`config.mk`:
```
export PLATFORM = sky130hd
export DESIGN_NAME = net_sync_flat
export DESIGN_NICKNAME = d
export VERILOG_FILES = /design/src/rtl/net_pkg.sv /design/src/rtl/net_sync_if.sv /design/src/rtl/net_sync_picker.sv /design/src/rtl/net_sync.sv /design/src/flat_wrapper.sv
export SDC_FILE = /design/constraint.sdc
export NUM_CORES = 1
export LEC_CHECK = 0
export CAP_MARGIN = 20
export CORE_AREA = 2 2 401 403
export DETAILED_ROUTE_END_ITERATION = 8
export DIE_AREA = 0 0 403 405
export SKIP_LAST_GASP = 1
export SYNTH_ARGS = -nofsm -noshare
export SYNTH_HDL_FRONTEND = slang
export SYNTH_SLANG_ARGS = --single-unit
export TNS_END_PERCENT = 30
```
`constraint.sdc`:
```
create_clock -name clk -period 3.88 [get_ports clk]
set_clock_uncertainty 0.1 [all_clocks]
set_input_delay 0.97 -clock clk [delete_from_list [all_inputs] [get_ports clk]]
set_output_delay 0.97 -clock clk [all_outputs]
set_load 0.02 [all_outputs]
```
`src/rtl/net_pkg.sv`:
```
// net_sync shared types: player record, packet types, TX states, packers.
// Board sync (NET_BOARD_SYNC_EN) uses CELLS_PER_PKT / CHUNK_W from here.
package net_pkg;

    typedef struct packed {
        logic [1:0] dir;
        logic [8:0] x;
        logic [8:0] y;
        logic [3:0] state;
    } player_rec_t;

    localparam logic [2:0] PKT_PLAYER = 3'b000;
    localparam logic [2:0] PKT_BOARD  = 3'b001;
    localparam logic [2:0] PKT_ACK    = 3'b111;

    localparam int CELLS_PER_PKT = 5;
    localparam int CHUNK_BITS    = CELLS_PER_PKT * 4;
    localparam int CHUNK_W       = 7;

    typedef enum logic [1:0] {
        TX_IDLE,
        TX_SEND,
        TX_WAIT_ACK,
        TX_DROP
    } tx_state_t;

    function automatic logic [31:0] pack_player(
        input logic [1:0]  id,
        input player_rec_t rec,
        input logic [2:0]  gstate
    );
        return {id, rec, gstate, PKT_PLAYER};
    endfunction

    // cells is in wire order: cell 0 in the top nibble
    function automatic logic [31:0] pack_board(
        input logic [1:0]         id,
        input logic [CHUNK_W-1:0] chunk,
        input logic [19:0]        cells
    );
        return {id, chunk, cells, PKT_BOARD};
    endfunction

endpackage

```
`src/rtl/net_sync_if.sv`:
```
// Serial link bundle between net_sync (master) and the serial_tx/rx pair.
// Used identically with or without NET_BOARD_SYNC_EN.
interface net_sync_if;
    logic [31:0] rx_data;
    logic        rx_valid;
    logic        tx_ready;
    logic [31:0] tx_data;
    logic        tx_trigger;

    modport master (
        input  rx_data, rx_valid, tx_ready,
        output tx_data, tx_trigger
    );

    modport slave (
        output rx_data, rx_valid, tx_ready,
        input  tx_data, tx_trigger
    );
endinterface

```
`src/rtl/net_sync_picker.sv`:
```
// dirty_chunk_picker: lowest dirty grid chunk at/after ptr, else lowest overall.
// Instantiated by net_sync only when NET_BOARD_SYNC_EN is defined.
module dirty_chunk_picker
    import net_pkg::*;
#(
    parameter int NUM_CHUNKS = 21
) (
    input  logic [NUM_CHUNKS*CHUNK_BITS-1:0] local_grid,
    input  logic [NUM_CHUNKS*CHUNK_BITS-1:0] sent_grid,
    input  logic [CHUNK_W-1:0]               ptr,
    output logic [CHUNK_W-1:0]               idx,
    output logic                             valid
);

    logic [NUM_CHUNKS-1:0] dirty;
    logic [CHUNK_W-1:0]    hi;
    logic [CHUNK_W-1:0]    lo;
    logic                  hi_ok;

    always_comb begin
        for (int c = 0; c < NUM_CHUNKS; c++) begin
            dirty[c] = local_grid[c*CHUNK_BITS +: CHUNK_BITS]
                    != sent_grid[c*CHUNK_BITS +: CHUNK_BITS];
        end
    end

    // Scanning downward leaves the lowest match in each candidate
    always_comb begin
        hi    = '0;
        lo    = '0;
        hi_ok = 1'b0;
        for (int c = NUM_CHUNKS - 1; c >= 0; c--) begin
            if (dirty[c]) begin
                lo = CHUNK_W'(c);
                if (c >= int'(ptr)) begin
                    hi    = CHUNK_W'(c);
                    hi_ok = 1'b1;
                end
            end
        end
        valid = |dirty;
        idx   = hi_ok ? hi : lo;
    end

endmodule

```
`src/rtl/net_sync.sv`:
```
// net_sync: ACK-gated player/board sync engine over a 32-bit serial link.
// Define NET_BOARD_SYNC_EN to enable board chunk TX (host) and RX (others).
module net_sync
    import net_pkg::*;
#(
    parameter int NUM_PLAYERS = 4,
    parameter int GRID_CELLS  = 104,
    parameter int ACK_TIMEOUT = 2_000_000,
    parameter int MAX_RETRY   = 3
) (
    input  logic                                clk,
    input  logic                                rst,
    input  logic [1:0]                          player_id,
    input  player_rec_t                         local_rec,
    input  logic [2:0]                          local_game_state,
    input  logic [GRID_CELLS*4-1:0]             local_grid,
    net_sync_if.master                          link,
    output player_rec_t [NUM_PLAYERS-1:0]       players,
    output logic [2:0]                          game_state_out,
    output logic [GRID_CELLS*4-1:0]             grid_out,
    output logic                                link_fault,
    output logic [1:0]                          tx_fsm
);

    localparam int NUM_CHUNKS = (GRID_CELLS + CELLS_PER_PKT - 1) / CELLS_PER_PKT;
    localparam int PAD_BITS   = NUM_CHUNKS * CHUNK_BITS;
    localparam int TW         = $clog2(ACK_TIMEOUT + 1);
    localparam int RW         = $clog2(MAX_RETRY + 1);

    tx_state_t   state;
    logic [TW-1:0] timer;
    logic [RW-1:0] retry;
    logic [26:0] last_sent;
    logic [26:0] fly_rec;
    logic [26:0] cur;
    logic [2:0]  gstate;
    logic        host;
    logic        ack;
    logic [2:0]  rx_type;
    logic [1:0]  rx_id;

    assign host    = player_id == 2'd0;
    assign gstate  = host ? local_game_state : 3'b000;
    assign cur     = {local_rec, gstate};
    assign rx_type = link.rx_data[2:0];
    assign rx_id   = link.rx_data[31:30];
    assign ack     = link.rx_valid && rx_type == PKT_ACK;
    assign tx_fsm  = state;

`ifdef NET_BOARD_SYNC_EN
    logic [PAD_BITS-1:0]   grid_pad;
    logic [PAD_BITS-1:0]   sent_grid;
    logic [CHUNK_W-1:0]    ptr;
    logic [CHUNK_W-1:0]    pick;
    logic                  pick_ok;
    logic [CHUNK_BITS-1:0] pick_cells;
    logic [19:0]           pick_wire;
    logic [CHUNK_W-1:0]    fly_idx;
    logic [CHUNK_BITS-1:0] fly_cells;
    logic                  fly_board;
    logic [CHUNK_W-1:0]    rx_chunk;
    logic                  board_rx;

    // Cells past GRID_CELLS are zero in both copies, so they never look dirty
    assign grid_pad   = PAD_BITS'(local_grid);
    assign pick_cells = grid_pad[int'(pick)*CHUNK_BITS +: CHUNK_BITS];
    assign rx_chunk   = link.rx_data[29:23];
    assign board_rx   = link.rx_valid && rx_type == PKT_BOARD
                     && rx_id == 2'd0 && int'(rx_chunk) < NUM_CHUNKS;

    always_comb begin
        pick_wire = '0;
        for (int k = 0; k < CELLS_PER_PKT; k++) begin
            pick_wire[19-4*k -: 4] = pick_cells[4*k +: 4];
        end
    end

    dirty_chunk_picker #(
        .NUM_CHUNKS(NUM_CHUNKS)
    ) u_pick (
        .local_grid(grid_pad),
        .sent_grid (sent_grid),
        .ptr       (ptr),
        .idx       (pick),
        .valid     (pick_ok)
    );
`endif

    always_ff @(posedge clk) begin
        if (rst) begin
            state           <= TX_IDLE;
            link.tx_data    <= '0;
            link.tx_trigger <= 1'b0;
            timer           <= '0;
            retry           <= '0;
            link_fault      <= 1'b0;
            last_sent       <= '0;
            fly_rec         <= '0;
`ifdef NET_BOARD_SYNC_EN
            sent_grid       <= '0;
            ptr             <= '0;
            fly_idx         <= '0;
            fly_cells       <= '0;
            fly_board       <= 1'b0;
`endif
        end else begin
            link.tx_trigger <= 1'b0;
            unique case (state)
                TX_IDLE: begin
                    if (cur != last_sent) begin
                        fly_rec         <= cur;
                        link.tx_data    <= pack_player(player_id, local_rec, gstate);
                        link.tx_trigger <= 1'b1;
                        state           <= TX_SEND;
`ifdef NET_BOARD_SYNC_EN
                        fly_board       <= 1'b0;
                    end else if (host && pick_ok) begin
                        fly_idx         <= pick;
                        fly_cells       <= pick_cells;
                        fly_board       <= 1'b1;
                        link.tx_data    <= pack_board(player_id, pick, pick_wire);
                        link.tx_trigger <= 1'b1;
                        state           <= TX_SEND;
`endif
                    end
                end
                TX_SEND: begin
                    if (link.tx_ready) begin
                        timer <= '0;
                        state <= TX_WAIT_ACK;
                    end
                end
                TX_WAIT_ACK: begin
                    if (ack) begin
`ifdef NET_BOARD_SYNC_EN
                        if (fly_board) begin
                            sent_grid[int'(fly_idx)*CHUNK_BITS +: CHUNK_BITS] <= fly_cells;
                            ptr <= (int'(fly_idx) == NUM_CHUNKS - 1) ? '0 : fly_idx + 1'b1;
                        end else
`endif
                        last_sent  <= fly_rec;
                        retry      <= '0;
                        link_fault <= 1'b0;
                        state      <= TX_IDLE;
                    end else if (timer == TW'(ACK_TIMEOUT - 1)) begin
                        if (retry < RW'(MAX_RETRY)) begin
                            retry           <= retry + 1'b1;
                            link.tx_trigger <= 1'b1;
                            state           <= TX_SEND;
                        end else begin
                            state <= TX_DROP;
                        end
                    end else begin
                        timer <= timer + 1'b1;
                    end
                end
                TX_DROP: begin
                    link_fault <= 1'b1;
                    retry      <= '0;
                    state      <= TX_IDLE;
                end
            endcase
        end
    end

    always_ff @(posedge clk) begin
        if (rst) begin
            players        <= '0;
            game_state_out <= '0;
            grid_out       <= '0;
        end else begin
            if (link.rx_valid && rx_type == PKT_PLAYER
                && rx_id != player_id && int'(rx_id) < NUM_PLAYERS) begin
                players[rx_id] <= link.rx_data[29:6];
                if (rx_id == 2'd0) game_state_out <= link.rx_data[5:3];
            end
            // Local slot is written last so it overrides any RX write
            players[player_id] <= local_rec;
`ifdef NET_BOARD_SYNC_EN
            if (host) begin
                grid_out <= local_grid;
            end else if (board_rx) begin
                for (int k = 0; k < CELLS_PER_PKT; k++) begin
                    if (int'(rx_chunk)*CELLS_PER_PKT + k < GRID_CELLS) begin
                        grid_out[(int'(rx_chunk)*CELLS_PER_PKT + k)*4 +: 4]
                            <= link.rx_data[22-4*k -: 4];
                    end
                end
            end
`else
            grid_out <= local_grid;
`endif
        end
    end

endmodule

```
`src/flat_wrapper.sv`:
```
// flat-port wrapper written by rule: the top's interface ports become plain ports
module net_sync_flat import net_pkg::*;
#(
    parameter int NUM_PLAYERS = 4,
    parameter int GRID_CELLS  = 104,
    parameter int ACK_TIMEOUT = 2_000_000,
    parameter int MAX_RETRY   = 3
)
  (clk, rst, player_id, local_rec, local_game_state, local_grid, players, game_state_out, grid_out, link_fault, tx_fsm, link_rx_data, link_rx_valid, link_tx_ready, link_tx_data, link_tx_trigger);
  net_sync_if link_i ();
  input  logic clk;
  input  logic rst;
  input  logic [1:0] player_id;
  input  player_rec_t local_rec;
  input  logic [2:0] local_game_state;
  input  logic [GRID_CELLS*4-1:0] local_grid;
  output player_rec_t [NUM_PLAYERS-1:0] players;
  output logic [2:0] game_state_out;
  output logic [GRID_CELLS*4-1:0] grid_out;
  output logic link_fault;
  output logic [1:0] tx_fsm;
  input wire logic [$bits(link_i.rx_data)-1:0] link_rx_data;
  input wire logic [$bits(link_i.rx_valid)-1:0] link_rx_valid;
  input wire logic [$bits(link_i.tx_ready)-1:0] link_tx_ready;
  output wire logic [$bits(link_i.tx_data)-1:0] link_tx_data;
  output wire logic [$bits(link_i.tx_trigger)-1:0] link_tx_trigger;
  assign link_i.rx_data = link_rx_data;
  assign link_i.rx_valid = link_rx_valid;
  assign link_i.tx_ready = link_tx_ready;
  assign link_tx_data = link_i.tx_data;
  assign link_tx_trigger = link_i.tx_trigger;
  net_sync #(.NUM_PLAYERS(NUM_PLAYERS), .GRID_CELLS(GRID_CELLS), .ACK_TIMEOUT(ACK_TIMEOUT), .MAX_RETRY(MAX_RETRY)) u_core (.clk(clk), .rst(rst), .player_id(player_id), .local_rec(local_rec), .local_game_state(local_game_state), .local_grid(local_grid), .link(link_i), .players(players), .game_state_out(game_state_out), .grid_out(grid_out), .link_fault(link_fault), .tx_fsm(tx_fsm));
endmodule
```
==> qor.csv <==
metric;value;unit
Max rail drop VDD;0.000334;V
GR Overflow Total;0;
post-synth top area share;0.624;
drt total wl;108000;µm
die area;163000;µm²
Metal-1 WL;41100;µm
vias in the first global route;16639;
initial core utilization;0.120;
Die H;405;µm
CP Max Fanout;3;
Slowest cell on crit path;clkdlybuf4s50_1;
synthesized area;19200;µm²
DR vias/cell;3.39;
Critical Path AT;2.08;ns
initial DRC count;780;
count of pins over their slew limit;0;
critical-path cell list;clkdlybuf4s50_1;
detailed-route via count;16744;
hold buffer count at CTS;0;
H-tree depth;3;
FP Rows;147;
final setup fails;0;
average wire per standard cell;21.9;µm
postcts setup bufs;0;
count of state elements after synthesis;598;
Worst Hold Class;register to register;
io pins;1032;
Worst EP required;2.81;ns
Seq/Total Area, Yosys;0.624;
Port Buffers;1028;
crit-path leading delay family;buffers and inverters;
GRT Total Usage;0.127;
HP Start;u_core.last_sent[10]$_SDFFE_PP0P_;
P_leak;0.0130;µW
DP HPWL;88000;µm
FMAX;317;MHz
flop2flop setup slack;1.69;ns
routed wl met3;9050;µm
xor-xnor portion of the synthesized cell area;0.0178;
CTS buffer count;75;
mux contribution to synthesized area;0.0658;
Top Metal Used;met5;
CTS tree;done;
WS Path Type;register to output port;
first-pass GRT wire length;143000;µm
slew margin rel.;0.421;
largest net degree at the start of global routing;89;
Min-Delay Path Depth;2;
syn_area_per_cell;11.0;µm²
Post-synth EDFFs;0;
placed insts;4793;
layout cells sized above 1;0.0692;
crit-path max cell delay;1.06;ns
hold endpoint;u_core.last_sent[10]$_SDFFE_PP0P_;
Multi-input gate area;6690;µm²
final std cells w/o fill;4939;
most instantiated cells after synthesis;dfxtp_1 (598), nor2b_1 (418), nor2_1 (151);
MaxCap Viol Count;0;
fin worst setup slack;0.729;ns
routability cong.;0.833;
Post-DRT Antenna Nets;0;
period utilisation layout;0.812;
unrepaired setup endpoints after global routing;false;
area grow syn2layout;81.3;%
crit path launch;u_core.fly_rec[15]$_SDFFE_PP0P_;
initial antenna violation count;51;
clock latency on the worst-skew pair;0.65;ns
r2r endpoint;u_core.link.tx_data[31]$_SDFFE_PP0P_;
main combinational cell family by area after synthesis;simple AND/OR/NAND/NOR gates;
asr flop ratio synth;0;
Final Hold Viols;0;
top cells by area, synth;dfxtp_1 (62%), nor2b_1 (14%), mux2i_1 (6.6%), a211oi_1 (3.8%), nor2_1 (3.0%);
cell with the most instances after synthesis;dfxtp_1;
PwrDens;481;nW/µm²
Synth cell types;57;
Critical Path End Type;output port;
first drt pass iteration count;5;
pre-CTS WS;0.392;ns
DRC;0;
Reg area;12000;µm²
cells after synthesis;1742;
Most used DFF post-synth;dfxtp_1;
Compound-Gate Fraction of Synth Area;0.0560;
Yosys top cell by area;dfxtp_1;
worst r2r src;u_core.last_sent[6]$_SDFFE_PP0P_;
reg2reg path depth;8;
Final nets;3267;
CP Launch Type;register;
clock buffer depth;3;
adder-cell share of the synthesized area;0.00131;
Worst-Margin Slew;0.866;ns
status;finished clean;
Design Power;16700;µW
Synth Area in Simple Gates;0.207;
Yosys Warn Count;0;
met2 WL post-DR;54600;µm
Die X;403;µm
post-CTS resize count;0;
Final Critical Period;3.15;ns
Clk Tree Root Cell;clkbuf_16;
WHS;0.365;ns
core box area;159000;µm²
clk sinks;598;
filler cell count;17215;
Bufs and invs on worst path;1;
Setup TNS Final;0;ns
Clk pin slew, worst setup/hold paths;0.05;ns
[layout by cell type, fill, tap and decap left out, types with 3 or more instances in the layout]
cell type        instances
or3_1                    5
nand2_1                 66
clkinv_2                10
conb_1                   3
nand3_1                 10
o21ai_0                  4
o211ai_1                 3
clkbuf_1                12
clkbuf_16               79
xnor2_1                 39
nor2b_1                418
nand4_1                 10
clkinvlp_4               4
and3_1                   4
buf_12                   6
mux2i_1                126
inv_1                    4
a21oi_1                 39
dfxtp_1                598
clkbuf_8                13
bufinv_16               11
nor3_1                   5
nor2_1                 151
a211oi_1                96
clkdlybuf4s50_1       1027
buf_4                   43
diode_2                  8
inv_6                    3
[worst max-delay path by stage]
stage | endpoint | slack [ns] | cells after the start
global route | link_tx_data[28] | 0.60 | 1
global placement | u_core.link.tx_data[31]$_SDFFE_PP0P_ | 0.40 | 9
finish | link_tx_data[18] | 0.73 | 1
floorplan | u_core.timer[13]$_SDFFE_PP0P_ | 1.44 | 8
CTS | link_tx_data[28] | 0.56 | 1
detailed placement | u_core.link.tx_data[30]$_SDFFE_PP0P_ | 0.39 | 9
[cell families after synthesis]
| logic type | after synthesis |
|---|---|
| and+or+nand+nor | 703 |
| DFF | 598 |
| AOI/OAI and AO/OA | 155 |
| muxes | 126 |
| buffers and inverters | 118 |
| xor gates and xnor gates | 39 |
| adders and majority gates | 2 |
| other | 1 |
[flip-flops by register name (all words and copies together), names as in the netlist]
name	cells
u_core.grid_out	416
u_core.players	96
u_core.last_sent	27
u_core.fly_rec	26
u_core.timer	21
u_core.game_state_out	3
u_core.link.tx_data	3
u_core.retry	2
u_core.tx_fsm	2
u_core.link.tx_trigger	1
u_core.link_fault	1
[final cells by class]
class	count	area share
tap	2086	0.0751
timing repair buffer	1077	0.309
inverter	4	0.000432
clock buffer	104	0.0633
sequential	598	0.344
antenna	8	0.000576
clock inverter	34	0.0149
multi-input combinational	1028	0.193
[stage by stage]
stage          cell area [µm²]   util
6_report                 34800  0.218
5_1_grt                  34800  0.218
4_1_cts                  34700  0.218
3_5_place_dp             32000  0.201
3_3_place_gp             32000  0.201
2_1_floorplan            19200      -
[metal layers]
metal  vias up  GRT usage
met3       197     0.0424
met2       771      0.222
met1      7955      0.141
met4         4     0.0470
li1       7817          -
met5         -          0
[worst min-delay path, delay by kind of cell, from the launching register on]
family | cells | cell delay (ns)
compound gates | 1 | 0.05
flops | 1 | 0.31
simple gates | 1 | 0.05
[power by group]
group	internal, µW	switching, µW
combinational	1200	1180
sequential	6470	160
clock	4730	2970
Power figures use the tool's default switching activity.
